`src/rtl/seq_arb_4in_weighted_lock_pkg.sv`:
```
// Shared constants, FSM state type and small helpers for the weighted
// round-robin arbiter.
package seq_arb_4in_weighted_lock_pkg;
   localparam int NUM_REQS  = 4;
   localparam int W_BITS    = 2;   // programmed weight field per requester
   localparam int CRED_BITS = 3;   // holds effective weight 1..4
   localparam int PTR_BITS  = 2;

   typedef enum logic {IDLE, GRANT} state_t;

   // Effective weight is the programmed field plus one.
   function automatic logic [CRED_BITS-1:0] weight_of(input logic [W_BITS-1:0] w);
      weight_of = CRED_BITS'(w) + CRED_BITS'(1);
   endfunction

   // One-hot to index; returns 0 for an all-zero vector.
   function automatic logic [PTR_BITS-1:0] oh2idx(input logic [NUM_REQS-1:0] oh);
      oh2idx = '0;
      for (int i = 0; i < NUM_REQS; i++)
         if (oh[i]) oh2idx = PTR_BITS'(i);
   endfunction
endpackage

```
`src/rtl/seq_arb_4in_weighted_lock_if.sv`:
```
// Requester-side bus of the arbiter: config, requests, completions, grants.
interface seq_arb_4in_weighted_lock_if;
   import seq_arb_4in_weighted_lock_pkg::*;
   logic                     cfg_en;
   logic [2*NUM_REQS-1:0]    cfg_weights;
   logic [NUM_REQS-1:0]      reqs;
   logic [NUM_REQS-1:0]      dones;
   logic [NUM_REQS-1:0]      grants;
   logic                     timeout;

   modport master (output cfg_en, cfg_weights, reqs, dones,
                   input  grants, timeout);
   modport slave  (input  cfg_en, cfg_weights, reqs, dones,
                   output grants, timeout);
endinterface

```
`src/rtl/seq_arb_4in_weighted_lock_pick.sv`:
```
// Round-robin picker: first eligible requester at or after the pointer.
module arb_4in_rr_pick
   import seq_arb_4in_weighted_lock_pkg::*;
(
   input  logic [NUM_REQS-1:0] eligible,
   input  logic [PTR_BITS-1:0] ptr,
   output logic [NUM_REQS-1:0] pick
);
   // Scan farthest-first so the closest eligible index to ptr wins last.
   always_comb begin
      logic [PTR_BITS-1:0] w_idx;
      pick  = '0;
      w_idx = '0;
      for (int k = NUM_REQS-1; k >= 0; k--) begin
         w_idx = ptr + PTR_BITS'(k);
         if (eligible[w_idx]) begin
            pick        = '0;
            pick[w_idx] = 1'b1;
         end
      end
   end
endmodule

```
`src/rtl/seq_arb_4in_weighted_lock.sv`:
```
// Four-requester weighted round-robin arbiter with held grants, hold
// timeout and run-time programmable weights.
module seq_arb_4in_weighted_lock
   import seq_arb_4in_weighted_lock_pkg::*;
#(
   parameter int MAX_HOLD = 15
) (
   input logic                     clk,
   input logic                     reset,
   seq_arb_4in_weighted_lock_if.slave bus
);
   localparam int HOLD_BITS = $clog2(MAX_HOLD+1);

   state_t                             r_state;
   logic [NUM_REQS-1:0]                r_grants;
   logic                               r_timeout;
   logic [2*NUM_REQS-1:0]              r_weights;
   logic [NUM_REQS-1:0][CRED_BITS-1:0] r_credit;
   logic [PTR_BITS-1:0]                r_ptr;
   logic [HOLD_BITS-1:0]               r_hold;

   logic [NUM_REQS-1:0]                w_nz;
   logic                               w_reload;
   logic [NUM_REQS-1:0][CRED_BITS-1:0] w_cred_eff;
   logic [NUM_REQS-1:0][CRED_BITS-1:0] w_cred_nxt;
   logic [NUM_REQS-1:0]                w_elig;
   logic [NUM_REQS-1:0]                w_pick;
   logic [PTR_BITS-1:0]                w_pick_idx;
   logic [PTR_BITS-1:0]                w_hold_idx;
   logic                               w_release;
   logic                               w_expire;
   logic                               w_issue;

   assign bus.grants  = r_grants;
   assign bus.timeout = r_timeout;

   // Eligibility, with an in-cycle credit reload when active requesters
   // have all run dry.
   always_comb begin
      w_nz = '0;
      for (int i = 0; i < NUM_REQS; i++) w_nz[i] = (r_credit[i] != '0);
      w_reload = (|bus.reqs) && !(|(bus.reqs & w_nz));
      w_cred_eff = r_credit;
      if (w_reload)
         for (int i = 0; i < NUM_REQS; i++)
            w_cred_eff[i] = weight_of(r_weights[2*i +: 2]);
      w_elig = '0;
      for (int i = 0; i < NUM_REQS; i++)
         w_elig[i] = bus.reqs[i] && (w_cred_eff[i] != '0);
   end

   arb_4in_rr_pick u_pick (
      .eligible (w_elig),
      .ptr      (r_ptr),
      .pick     (w_pick)
   );

   // Release/expire decode for the current holder and the issue decision.
   always_comb begin
      w_pick_idx = oh2idx(w_pick);
      w_hold_idx = oh2idx(r_grants);
      w_release  = (r_state == GRANT) &&
                   (|(bus.dones & r_grants) || !(|(bus.reqs & r_grants)));
      w_expire   = (r_state == GRANT) && !w_release &&
                   (r_hold == HOLD_BITS'(MAX_HOLD));
      w_issue    = ((r_state == IDLE) || w_release) && (|w_pick);
   end

   // Next credits: reload/decrement, timeout penalty, then config reload
   // overrides everything (including this cycle's decrement).
   always_comb begin
      w_cred_nxt = w_cred_eff;
      if (w_issue)
         w_cred_nxt[w_pick_idx] = w_cred_eff[w_pick_idx] - CRED_BITS'(1);
      if (w_expire)
         w_cred_nxt[w_hold_idx] = '0;
      if (bus.cfg_en)
         for (int i = 0; i < NUM_REQS; i++)
            w_cred_nxt[i] = weight_of(bus.cfg_weights[2*i +: 2]);
   end

   // Grant FSM with registered grants/timeout, pointer, hold counter,
   // credits and weight register.
   always_ff @(posedge clk or negedge reset) begin
      if (!reset) begin
         r_state   <= IDLE;
         r_grants  <= '0;
         r_timeout <= 1'b0;
         r_weights <= '0;
         for (int i = 0; i < NUM_REQS; i++) r_credit[i] <= CRED_BITS'(1);
         r_ptr     <= '0;
         r_hold    <= '0;
      end else begin
         r_credit  <= w_cred_nxt;
         r_timeout <= 1'b0;
         if (bus.cfg_en) r_weights <= bus.cfg_weights;
         if (r_hold != HOLD_BITS'(MAX_HOLD)) r_hold <= r_hold + HOLD_BITS'(1);
         case (r_state)
            IDLE: begin
               if (w_issue) begin
                  r_grants <= w_pick;
                  r_ptr    <= w_pick_idx + PTR_BITS'(1);
                  r_hold   <= HOLD_BITS'(1);
                  r_state  <= GRANT;
               end
            end
            GRANT: begin
               if (w_expire) begin
                  r_grants  <= '0;
                  r_timeout <= 1'b1;
                  r_state   <= IDLE;
               end else if (w_release) begin
                  if (w_issue) begin
                     r_grants <= w_pick;
                     r_ptr    <= w_pick_idx + PTR_BITS'(1);
                     r_hold   <= HOLD_BITS'(1);
                  end else begin
                     r_grants <= '0;
                     r_state  <= IDLE;
                  end
               end
            end
            default: r_state <= IDLE;
         endcase
      end
   end
endmodule

```
`src/flat_wrapper.sv`:
```
// flat-port wrapper written by rule: the top's interface ports become plain ports
module seq_arb_4in_weighted_lock_flat import seq_arb_4in_weighted_lock_pkg::*;
#(
   parameter int MAX_HOLD = 15
)
  (clk, reset, bus_cfg_en, bus_cfg_weights, bus_reqs, bus_dones, bus_grants, bus_timeout);
  seq_arb_4in_weighted_lock_if bus_i ();
  input logic clk;
  input logic reset;
  input wire logic [$bits(bus_i.cfg_en)-1:0] bus_cfg_en;
  input wire logic [$bits(bus_i.cfg_weights)-1:0] bus_cfg_weights;
  input wire logic [$bits(bus_i.reqs)-1:0] bus_reqs;
  input wire logic [$bits(bus_i.dones)-1:0] bus_dones;
  output wire logic [$bits(bus_i.grants)-1:0] bus_grants;
  output wire logic [$bits(bus_i.timeout)-1:0] bus_timeout;
  assign bus_i.cfg_en = bus_cfg_en;
  assign bus_i.cfg_weights = bus_cfg_weights;
  assign bus_i.reqs = bus_reqs;
  assign bus_i.dones = bus_dones;
  assign bus_grants = bus_i.grants;
  assign bus_timeout = bus_i.timeout;
  seq_arb_4in_weighted_lock #(.MAX_HOLD(MAX_HOLD)) u_core (.clk(clk), .reset(reset), .bus(bus_i));
endmodule
```
`config.mk`:
```
export PLATFORM = sky130hd
export DESIGN_NAME = seq_arb_4in_weighted_lock_flat
export DESIGN_NICKNAME = d
export VERILOG_FILES = /design/src/rtl/seq_arb_4in_weighted_lock_pkg.sv /design/src/rtl/seq_arb_4in_weighted_lock_if.sv /design/src/rtl/seq_arb_4in_weighted_lock_pick.sv /design/src/rtl/seq_arb_4in_weighted_lock.sv /design/src/flat_wrapper.sv
export SDC_FILE = /design/constraint.sdc
export NUM_CORES = 1
export LEC_CHECK = 0
export CORE_AREA = 2 2 72 74
export CTS_CLUSTER_SIZE = 16
export DETAILED_ROUTE_END_ITERATION = 6
export DIE_AREA = 0 0 74 76
export PLACE_DENSITY = 0.76
export SLEW_MARGIN = 20
export SYNTH_ARGS = -nofsm -noshare
export SYNTH_HDL_FRONTEND = slang
export SYNTH_SLANG_ARGS = --single-unit
```
`constraint.sdc`:
```
create_clock -name clk -period 13.2 [get_ports clk]
set_input_delay 1.98 -clock clk [delete_from_list [all_inputs] [get_ports clk]]
set_output_delay 1.98 -clock clk [all_outputs]
set_load 0.1 [all_outputs]
```
Word level (Yosys, flattened, before mapping). Index checks and enable logic that the tools add are counted.

Input bits: 19. Output and inout port bits: 5. Register bits after elaboration: 32. Word-level logic and storage cells: 140.

Reductions and logical operators: 35. Equal/unequal tests: 6. Muxes and demuxes: 57. Bitwise logic cells: 6. $add $sub $neg: 14. $lt $le $gt $ge: 12.

Operator list (number): $mux W12 (4); $mux W4 (12); $add A2 B1 Y3 const B (8); $reduce_bool A3 Y1 (8); $reduce_or A4 Y1 (5); $lt A2 B3 Y1 const B (6); $pmux W4 S2 (2); $logic_and A1 B1 Y1 (15); $mux W1 (15); $mux W2 (7); $and A12 B12 Y12 (1); $and A4 B4 Y4 (3); $bwmux W12 (1); $demux W3 S2 (2); $ge A2 B1 Y1 const B (6); $not A12 Y12 (1); $mux W3 (3); $bmux W1 S2 (4); $demux W1 S2 (4); $bmux W3 S2 (1); $add A2 B1 Y2 const B (2); $add A2 B2 Y2 const B (2); $add A4 B1 Y4 const B (1); $eq A4 B4 Y1 const B (1); 11 further kinds (16).

Logic depth before layout (Yosys ltp). Gate-level depths: netlist (run 1).

Word-level depth: 26. Gate-level depth with buffers: 20. Mapped depth without buffers: 19.

By module. From an unflattened synthesis (run 1), not the netlist that was laid out.

Cells, all modules: 269. Area, all modules: 2566.2 µm².

Modules (own cells, without submodules): seq_arb_4in_weighted_lock (area an instance 2153.3 µm², cells each 222, seq. area each 805.8 µm², instances 1); arb_4in_rr_pick (area an instance 412.9 µm², cells each 47, seq. area each 0.0 µm², instances 1).

Worst setup path after synthesis (run 1). No wires, ideal clock.

Path type: input -> register. From: input port bus_reqs[3]. To: register u_core.r_credit[5] (netlist bit). Arrival: 5.450 ns. Path buffers: 1. Slack: 7.628 ns. Required time: 13.078 ns. Setup time: 0.122 ns. Stages on the path: 17. Cells stage by stage: buf_4 nor4_4 a211oi_2 a2111oi_0 a211oi_1 and3_1 a221o_1 o2bb2ai_4 mux2_2 a211o_1 nand2_1 ha_1 inv_1 nor3_1 mux2i_1 a21bo_2 a32o_1.

RTL lines: from (decl) (line flat_wrapper.sv:12) `input wire logic [$bits(bus_i.reqs)-1:0] bus_reqs;`; to (signal assigned) (line seq_arb_4in_weighted_lock.sv:94) `r_credit <= w_cred_nxt;`; to (decl) (line seq_arb_4in_weighted_lock.sv:18) `logic [NUM_REQS-1:0][CRED_BITS-1:0] r_credit;`.

==> summary.txt, run 1 <==
initial antenna violation count = 0
number of cells in the finished layout apart from fillers = 373
first-pass GRT wire length = 11,200 um
share of the yosys chip area belonging to registers = 30.9%
Area Growth Syn to Fin = 14.2%
post-route fraction of the period consumed by the critical path = 47.0%
via count of the first global-routing pass = 2,218
first-pass detailed-route iteration total = 4
number of buffers on the longest clock path = 2
cell depth of the worst flop-to-flop path = 17
number of different library cells in the post-synthesis netlist = 65
initial cell density of the core = 53.1%
Sink Count = 32
clock root buffer master = sky130_fd_sc_hd__clkbuf_8
final critical-path required period = 6.21 ns
Detailed Place HPWL = 5100 um
level count of the clock H-tree = 2
cell chain of the critical path = clkdlybuf4s50_1 > o31ai_1 > o311a_1 > a21oi_1 > mux2i_1 > o21a_2 > a221o_1 > o2bb2ai_4 > mux2_2 > a211o_1 > nand2_1 > ha_1 > inv_1 > nand2b_1 > a21oi_1 > a311oi_1 > nand2_1 > o31ai_1
number of vias in the routed layout = 2,333
Total GRT Usage = 25.8%
run status = finished clean
Detail Route Antenna Nets = 0
critical path start-end classification = in2reg
biggest cell delay along the critical path = 0.68 ns
required time at the endpoint of the critical path = 13.40 ns
final-report setup violation count = 0
endpoint kind of the worst setup timing path = flop
Resized Gates After CTS = 0
DRC = 0
worst slack at placement = 6.79 ns
fraction of layout instances using a drive strength above 1 = 12.5%
total die area = 0.00562 mm2
Vias/cell = 6.25
latest clock arrival within the worst-skew pair = 0.29 ns
share of flip-flops with an asynchronous set or reset after synthesis = 100%
gp weighted congestion = 0.972
IO buf count = 23
summed instance area of the synthesized netlist = 0.00261 mm2
total length of routed wires = 6560 um
number of buffers inserted for hold repair after clock tree synthesis = 0
standard-cell row count = 26
number of enable flip-flop cells after synthesis = 0
number of nets in the final layout = 342
maximum clock frequency = 0.161 GHz
count of cells along the worst hold path = 1
setup repair after global routing missed its margin = false
CP arrival = 6.40 ns
type of the most critical hold path = reg2reg
number of pins exceeding their max-slew limit in the final report = 0
Worst Path Max Fanout = 8
DRC marker count from the first detailed-route iteration = 142
max_cap viols = 0
Most used DFF post-synth = sky130_fd_sc_hd__dfrtp_1
GRT overflow = 0
kind of launch point of the worst setup path = input port
number of register bits inferred by synthesis = 32
slowest stage cell on the critical path = sky130_fd_sc_hd__clkdlybuf4s50_1
vertical extent of the die = 76 um
Syn Nets = 319
post-layout worst setup margin = 6.99 ns
syn avg cell area = 9.34 um2
Horiz. Die Dim = 74 um
Final Hold Violating Endpoints = 0
area of the core region = 0.00491 mm2
synthesis warning total = 0
count of placed standard cells including taps = 365
number of top-level pins = 24
Relative slew margins = 35.5%
clock skew = 0.00737 ns
Antenna Diode Count = 0
Routed WL per cell = 17.6 um
Worst-Margin Slew = 0.965 ns
count of mapped cells out of synthesis = 279
count of buffers added by post-CTS timing repair for setup = 0
clock tree from TritonCTS = done
post-CTS clock slew at the launch and capture registers of the worst setup and hold paths = 0.06 ns
Setup Total Neg Slack = 0 ns
total CTS buffers = 5
maximum number of pins on one net before global-route repair = 33
[final timing paths]
| check | start | to | slack [ns] |
|---|---|---|---|
| hold reg to reg | u_core.r_hold[3]$_DFF_PN0_ | u_core.r_hold[3]$_DFF_PN0_ | 0.51 |
| setup / recovery | bus_reqs[3] | u_core.r_credit[11]$_DFF_PN0_ | 6.99 |
| hold / removal | u_core.r_hold[3]$_DFF_PN0_ | u_core.r_hold[3]$_DFF_PN0_ | 0.51 |
| setup reg to reg | u_core.r_ptr[0]$_DFFE_PN0P_ | u_core.r_credit[11]$_DFF_PN0_ | 8.57 |
| min in group asynchronous | reset | u_core.r_credit[8]$_DFF_PN0_ | 2.08 |
| max in group asynchronous | reset | u_core.r_credit[0]$_DFF_PN1_ | 10.79 |
[flip-flops by register name, summed over array words and instances (netlist names)]
signal,flops
u_core.bus.grants,4
u_core.r_ptr,2
u_core.r_hold,4
u_core.r_credit,12
u_core.r_weights,8
u_core.r_state,1
u_core.bus.timeout,1
[cells in the mapped netlist, types with 3 or more instances]
master                      n  area [um2]
sky130_fd_sc_hd__ha_1      21         263
sky130_fd_sc_hd__o31ai_1    5        37.5
sky130_fd_sc_hd__nor3_1     5        25.0
sky130_fd_sc_hd__a21oi_1   13        65.1
sky130_fd_sc_hd__nand2_1   38         143
sky130_fd_sc_hd__o31a_1     4        35.0
sky130_fd_sc_hd__nor2_1    19        71.3
sky130_fd_sc_hd__and3_1     4        25.0
sky130_fd_sc_hd__mux2_2    12         135
sky130_fd_sc_hd__nand3_1    9        45.0
sky130_fd_sc_hd__o21ai_0   12        60.1
sky130_fd_sc_hd__nand4_1    3        18.8
sky130_fd_sc_hd__dfstp_2    4         105
sky130_fd_sc_hd__o22ai_1    4        25.0
sky130_fd_sc_hd__inv_1     12        45.0
sky130_fd_sc_hd__nand2b_1   4        25.0
sky130_fd_sc_hd__dfrtp_1   28         701
sky130_fd_sc_hd__a211oi_1   5        37.5
sky130_fd_sc_hd__a22oi_1    3        22.5
sky130_fd_sc_hd__mux2i_1   13         130
[placed cells by master (no fill, tap or decap), drive strengths merged, types with 2 or more instances in the layout]
| master | n |
|---|---|
| a31oi | 2 |
| o21ai | 12 |
| nand4 | 3 |
| nand2 | 38 |
| a22o | 2 |
| a22oi | 4 |
| a2bb2oi | 2 |
| o32ai | 2 |
| inv | 12 |
| nor4 | 2 |
| o2bb2ai | 4 |
| nor2 | 19 |
| ha | 21 |
| dfrtp | 28 |
| o311a | 2 |
| a32oi | 2 |
| and3 | 4 |
| a21oi | 14 |
| mux2i | 13 |
| a211oi | 6 |
| and2 | 3 |
| dfstp | 4 |
| o22ai | 4 |
| clkbuf | 8 |
| nand2b | 4 |
| nand3 | 9 |
| clkdlybuf4s50 | 23 |
| o31a | 4 |
| a21o | 2 |
| a221o | 2 |
| nor3 | 6 |
| a31o | 3 |
| a32o | 3 |
| o31ai | 5 |
| mux2 | 12 |
[routing by layer]
metal	wire [um]	GRT usage (%)	vias up
met5	0	0	-
met4	101	7.27	0
met3	420	4.50	12
met2	3070	38.2	87
met1	2970	38.4	1116
li1	-	-	1118
[worst max-delay path, delay by kind of cell]
family	cells	cell delay (ns)
buf+inv	2	0.75
fa+ha+maj	1	0.25
mux	2	0.59
simple gates	3	0.37
compound gates	10	2.46
[logic make-up (layout without fill, tap and decap cells)]
family          count (synthesis)  after routing  synth area share [%]
compound gates                 85             85                  27.0
xor+xnor                        1              1                 0.336
fa+ha+maj                      21             21                  10.1
buf+inv                        20             44                  3.50
flops                          32             32                  30.9
mux                            25             25                  10.2
simple gates                   95             95                  18.0
[through the flow]
stage	hold slack, ns	area (um2)	utilization (%)
after floorplan	0.471	2610	-
after global placement	0.497	2890	58.7
after CTS	0.517	2980	60.6
after detailed placement	0.501	2890	58.7
final	0.512	2980	60.6
after global routing	0.530	2980	60.6
[cell type report]
type / instances / area (um2)
flip-flops and latches: 32 / 806
fillers: 417 / 1940
multi-input cells: 227 / 1710
inverters: 12 / 45.0
well taps: 70 / 87.6
clock buffers: 8 / 90.1
repair buffers: 24 / 238
Power of run 1 is left out: the tool's default activity adds up to more than one toggle a clock period on the data nets, which glitch-free logic cannot reach.
==> run 2: changes to the inputs <==
- CORE_AREA: 2 2 72 74 -> 2 2 74 76
- DIE_AREA: 0 0 74 76 -> 0 0 76 78
- PLACE_DENSITY: 0.76 -> 0.75
- clock period: 13.2 -> 5.64 ns (I/O delays scaled with it)
==> run 2 against run 1 <==
Net effect: cell area did not move; sequential share of layout area stayed put; worst hold slack better by 0.017 ns; utilization shrank 1.6 points; highest routed layer unchanged; largest cell class unchanged; clock skew down 0.0038 ns; first-iteration DRC count up 6.3%.
==> summary.txt, run 2 (same netlist as run 1, synthesis figures left out) <==
number of pins exceeding their max-slew limit in the final report = 0 (unchanged)
area of the core region = 0.00504 mm2 (+2.6%)
post-route fraction of the period consumed by the critical path = 90.7%
Worst-Margin Slew = 0.985 ns (+0.0200 ns)
setup repair after global routing missed its margin = false
start point of the critical path = bus_reqs[3]
clock root buffer master = sky130_fd_sc_hd__clkbuf_8
most frequent cells in the layout = sky130_fd_sc_hd__nand2_1 (38), sky130_fd_sc_hd__dfrtp_1 (28), sky130_fd_sc_hd__clkdlybuf4s50_1 (23)
vertical extent of the die = 78 um (+2.6%)
type of the most critical hold path = reg2reg
number of nets in the final layout = 342 (unchanged)
total CTS buffers = 5 (unchanged)
number of top-level pins = 24 (unchanged)
Final Instance Area = 0.00298 mm2 (unchanged)
clock tree from TritonCTS = done
via count of the first global-routing pass = 2,172 (-2.1%)
Horiz. Die Dim = 76 um (+2.7%)
Vias/cell = 6.12 (-2.2%)
standard-cell row count = 26 (unchanged)
Final Hold Violating Endpoints = 0 (unchanged)
Worst Path Max Fanout = 8 (unchanged)
count of buffers added by post-CTS timing repair for setup = 0 (unchanged)
number of buffers inserted for hold repair after clock tree synthesis = 0 (unchanged)
initial antenna violation count = 0 (unchanged)
total length of routed wires = 6480 um (-1.2%)
count of placed standard cells including taps = 365 (unchanged)
Worst path most repeated cell = sky130_fd_sc_hd__nand2_1
Relative slew margins = 34.1% (-1.3 points)
post-place instance area = 0.00289 mm2 (unchanged)
critical path start-end classification = in2reg
Sink Count = 32 (unchanged)
final critical-path required period = 5.12 ns
slowest stage cell on the critical path = sky130_fd_sc_hd__clkdlybuf4s50_1
endpoint kind of the worst setup timing path = flop
Area Growth Syn to Fin = 14.2% (unchanged)
Reg-to-Reg Start = u_core.r_ptr[0]$_DFFE_PN0P_
Detail Route Antenna Nets = 0 (unchanged)
Total GRT Usage = 22.9% (-2.9 points)
initial cell density of the core = 51.7% (-1.4 points)
fraction of layout instances using a drive strength above 1 = 12.5% (unchanged)
register-to-register path setup slack = 0.98 ns (-7.59 ns)
Critical R2R Capture = u_core.r_credit[11]$_DFF_PN0_
clock skew = 0.00354 ns (-0.00383 ns)
Resized Gates After CTS = 0 (unchanged)
required time at the endpoint of the critical path = 5.82 ns (-7.58 ns)
kind of launch point of the worst setup path = input port
largest register by flop count = u_core.r_credit
max_cap viols = 0 (unchanged)
CP arrival = 5.30 ns (-1.10 ns)
number of vias in the routed layout = 2,282 (-2.2%)
latest clock arrival within the worst-skew pair = 0.28 ns (about the same)
cell depth of the worst flop-to-flop path = 17 (unchanged)
level count of the clock H-tree = 2 (unchanged)
Critical path destination = u_core.r_credit[11]$_DFF_PN0_
maximum clock frequency = 0.195 GHz
Antenna Diode Count = 0 (unchanged)
maximum number of pins on one net before global-route repair = 33 (unchanged)
max FFs per register = 12 (unchanged)
run status = finished clean
total die area = 0.00593 mm2 (+5.4%)
IO buf count = 23 (unchanged)
DRC = 0 (unchanged)
cell chain of the critical path = clkdlybuf4s50_1 > nor4_4 > a211oi_2 > a2111oi_0 > a211oi_1 > and3_1 > a221o_1 > o2bb2ai_4 > mux2_2 > a211o_1 > nand2_1 > ha_1 > inv_1 > nand2b_1 > a21oi_1 > a311oi_1 > nand2_1 > o31ai_1
first-pass detailed-route iteration total = 4 (unchanged)
commonest non-fill, non-tap cell in the layout = sky130_fd_sc_hd__nand2_1
post-CTS clock slew at the launch and capture registers of the worst setup and hold paths = 0.06 ns (about the same)
Setup Total Neg Slack = 0 ns (unchanged)
Routed WL per cell = 17.4 um (-1.2%)
largest registers in the final layout = u_core.r_credit x12, u_core.r_weights x8
biggest cell delay along the critical path = 0.60 ns (-0.08 ns)
number of cells in the finished layout apart from fillers = 373 (unchanged)
final-report setup violation count = 0 (unchanged)
DRC marker count from the first detailed-route iteration = 151 (+6.3%)
first-pass GRT wire length = 10,800 um (-3.0%)
number of buffers on the longest clock path = 2 (unchanged)
gp weighted congestion = 0.975 (+0.29%)
Detailed Place HPWL = 5060 um (-0.75%)
GRT overflow = 0 (unchanged)
==> run 2: cell counts in the layout (fill, tap and decap cells not counted) <==
No cell type changed its count.
==> run 2: cell type report <==
cell class,count,area (um2)
multi-input combinational,227,1710
timing repair buffer,24,238
clock buffer,8,90.1
tap,70,87.6
fill,462,2070
inverter,12,45.0
sequential,32,806
==> run 2: how the worst min path moves through the flow <==
stage                                                from                              end  slack [ns]  cells past startpoint
after floorplan                u_core.r_hold[3]$_DFF_PN0_       u_core.r_hold[3]$_DFF_PN0_        0.47                      1
after global placement         u_core.r_hold[3]$_DFF_PN0_       u_core.r_hold[3]$_DFF_PN0_        0.50                      1
after detailed placement  u_core.r_weights[1]$_DFFE_PN0P_  u_core.r_weights[1]$_DFFE_PN0P_        0.52                      1
after CTS                 u_core.r_weights[1]$_DFFE_PN0P_  u_core.r_weights[1]$_DFFE_PN0P_        0.53                      1
after global routing      u_core.r_weights[1]$_DFFE_PN0P_  u_core.r_weights[1]$_DFFE_PN0P_        0.55                      1
final                          u_core.r_hold[3]$_DFF_PN0_       u_core.r_hold[3]$_DFF_PN0_        0.53                      1
==> run 2: metrics by stage <==
stage,setup WS [ns],utilization (%),hold WS (ns)
final,0.522,59.0,0.528
after global placement,0.457,57.2,0.499
after global routing,0.231,59.0,0.550
after CTS,0.617,59.0,0.533
after floorplan,1.20,-,0.471
after detailed placement,0.325,57.2,0.518
==> run 2: routing by layer <==
| metal | track usage (%) | vias up | part of all wire [%] |
|---|---|---|---|
| met5 | 0 | - | 0 |
| met4 | 6.91 | 0 | 1.0 |
| met3 | 3.49 | 5 | 5.6 |
| met2 | 37.6 | 68 | 47 |
| met1 | 31.3 | 1100 | 47 |
| li1 | - | 1109 | - |
==> run 2: worst max-delay path: cells and delay by family <==
family | cells | cell delay (ns)
AO/OA/AOI/OAI | 9 | 2.14
buffers and inverters | 2 | 0.68
multiplexers | 1 | 0.38
adder cells (fa/ha/maj) | 1 | 0.25
AND/OR/NAND/NOR | 5 | 1.01
Power of run 2 is left out for the same reason.
==> run 3: changes to the inputs <==
- CORE_AREA: 2 2 74 76 -> 2 2 72 74
- DIE_AREA: 0 0 76 78 -> 0 0 74 76
- PLACE_DENSITY: 0.75 -> 0.76
- clock period: 5.64 -> 6.13 ns (I/O delays scaled with it)
==> run 3 against run 2 <==
Net effect: via count rose by 3.8%; register-to-register slack gained 0.49 ns; final cell count is the same; clock skew grew 0.0041 ns; non-clock buffer count is the same; flip-flop and latch count did not move; wire length grew 1.1%; largest cell class unchanged; worst setup slack better by 0.46 ns; count of clock-buffer cells in the layout unchanged; sequential share of layout area unchanged.
==> summary.txt, run 3 (same netlist as run 1, synthesis figures left out) <==
Area Growth Syn to Fin = 14.2% (unchanged)
number of pins exceeding their max-slew limit in the final report = 0 (unchanged)
type of the most critical hold path = reg2reg
standard-cell row count = 26 (unchanged)
endpoint kind of the worst setup timing path = flop
Vias/cell = 6.35 (+3.8%)
Horiz. Die Dim = 74 um (-2.6%)
number of buffers inserted for hold repair after clock tree synthesis = 0 (unchanged)
Reg-to-Reg Start = u_core.r_ptr[0]$_DFFE_PN0P_
Hold Crit Start = u_core.r_hold[3]$_DFF_PN0_
first-pass GRT wire length = 11,200 um (+3.0%)
area of the core region = 0.00491 mm2 (-2.6%)
clock skew = 0.00759 ns (+0.00405 ns)
final critical-path required period = 5.15 ns
Detailed Place HPWL = 5100 um (+0.74%)
number of vias in the routed layout = 2,369 (+3.8%)
post-CTS clock slew at the launch and capture registers of the worst setup and hold paths = 0.06 ns (about the same)
run status = finished clean
setup repair after global routing missed its margin = false
DRC marker count from the first detailed-route iteration = 138 (-8.6%)
vertical extent of the die = 76 um (-2.6%)
Resized Gates After CTS = 0 (unchanged)
critical path start-end classification = in2reg
required time at the endpoint of the critical path = 6.32 ns (+0.50 ns)
maximum clock frequency = 0.194 GHz
Sink Count = 32 (unchanged)
GRT overflow = 0 (unchanged)
IO buf count = 23 (unchanged)
initial cell density of the core = 53.1% (+1.4 points)
Final Hold Violating Endpoints = 0 (unchanged)
via count of the first global-routing pass = 2,230 (+2.7%)
DRC = 0 (unchanged)
Total GRT Usage = 25.5% (+2.6 points)
first-pass detailed-route iteration total = 5 (+1)
Setup Total Neg Slack = 0 ns (unchanged)
kind of launch point of the worst setup path = input port
latest clock arrival within the worst-skew pair = 0.29 ns (about the same)
total length of routed wires = 6560 um (+1.1%)
fraction of layout instances using a drive strength above 1 = 12.5% (unchanged)
FILL cells = 415 (-10%)
combined flip-flop and latch cell area = 806 um2 (unchanged)
level count of the clock H-tree = 2 (unchanged)
gp weighted congestion = 0.972 (-0.31%)
multi-input combinational cell area = 0.00171 mm2 (unchanged)
largest register by flop count = u_core.r_credit
total CTS buffers = 5 (unchanged)
Routed WL per cell = 17.6 um (+1.1%)
clock tree from TritonCTS = done
Antenna Diode Count = 0 (unchanged)
post-route fraction of the period consumed by the critical path = 83.9%
number of top-level pins = 24 (unchanged)
initial antenna violation count = 0 (unchanged)
clock root buffer master = sky130_fd_sc_hd__clkbuf_8
Detail Route Antenna Nets = 0 (unchanged)
total die area = 0.00562 mm2 (-5.1%)
count of buffers added by post-CTS timing repair for setup = 0 (unchanged)
largest registers in the final layout = u_core.r_credit x12, u_core.r_weights x8
most frequent cells in the layout = sky130_fd_sc_hd__nand2_1 (38), sky130_fd_sc_hd__dfrtp_1 (28), sky130_fd_sc_hd__clkdlybuf4s50_1 (23)
number of buffers on the longest clock path = 2 (unchanged)
CP arrival = 5.34 ns (+0.04 ns)
max_cap viols = 0 (unchanged)
max FFs per register = 12 (unchanged)
start point of the critical path = bus_reqs[3]
Worst Path Max Fanout = 8 (unchanged)
number of nets in the final layout = 342 (unchanged)
final-report setup violation count = 0 (unchanged)
maximum number of pins on one net before global-route repair = 33 (unchanged)
Relative slew margins = 35.5% (+1.3 points)
Worst-Margin Slew = 0.965 ns (-0.0200 ns)
commonest non-fill, non-tap cell in the layout = sky130_fd_sc_hd__nand2_1
run 3: layout make-up:
cell class / instances / share of cell area, %
Multi-Input combinational cell: 227 / 57.4
Sequential cell: 32 / 27.1
Timing Repair Buffer: 24 / 7.99
Clock buffer: 8 / 3.03
Tap cell: 70 / 2.94
Inverter: 12 / 1.51
run 3: worst max-delay path, stage by stage:
cell and delay, ns:
sky130_fd_sc_hd__clkdlybuf4s50_1 0.68, sky130_fd_sc_hd__o31ai_1 0.16, sky130_fd_sc_hd__o311a_1 0.18, sky130_fd_sc_hd__a21oi_1 0.29
sky130_fd_sc_hd__mux2i_1 0.20, sky130_fd_sc_hd__o21a_2 0.29, sky130_fd_sc_hd__a221o_1 0.39, sky130_fd_sc_hd__o2bb2ai_4 0.27
sky130_fd_sc_hd__mux2_2 0.38, sky130_fd_sc_hd__a211o_1 0.30, sky130_fd_sc_hd__nand2_1 0.13, sky130_fd_sc_hd__ha_1 0.25
sky130_fd_sc_hd__inv_1 0.07, sky130_fd_sc_hd__nand2b_1 0.07, sky130_fd_sc_hd__a21oi_1 0.07, sky130_fd_sc_hd__a311oi_1 0.29
sky130_fd_sc_hd__nand2_1 0.17, sky130_fd_sc_hd__o31ai_1 0.21
run 3: worst paths after layout:
kind                                                       to  slack (ns)  cells past startpoint
max in group asynchronous        u_core.r_credit[0]$_DFF_PN1_        4.78                      2
worst min-delay path               u_core.r_hold[3]$_DFF_PN0_        0.52                      1
worst max-delay path            u_core.r_credit[11]$_DFF_PN0_        0.98                     18
worst max register to register  u_core.r_credit[11]$_DFF_PN0_        1.47                     17
min in group asynchronous        u_core.r_credit[8]$_DFF_PN0_        1.02                      2
worst min register to register     u_core.r_hold[3]$_DFF_PN0_        0.52                      1
run 3: routing by layer:
metal	wire, um	part of all wire, %	global-route usage (%)	vias up
met5	0	0	0	-
met4	107	1.6	6.91	0
met3	432	6.6	4.23	12
met2	3050	47	38.0	93
met1	2960	45	38.1	1151
li1	-	-	-	1113
run 3: through the flow:
| step | instances | setup slack [ns] | cell area, um2 | util [%] | hold WS [ns] |
|---|---|---|---|---|---|
| 2_1_floorplan | 279 | 1.62 | 2610 | - | 0.471 |
| 6_report | 373 | 0.985 | 2980 | 60.6 | 0.522 |
| 4_1_cts | 373 | 1.07 | 2980 | 60.6 | 0.517 |
| 5_1_grt | 373 | 0.722 | 2980 | 60.6 | 0.530 |
| 3_5_place_dp | 365 | 0.781 | 2890 | 58.7 | 0.501 |
| 3_3_place_gp | 365 | 0.873 | 2890 | 58.7 | 0.497 |
Power of run 3 is left out for the same reason.
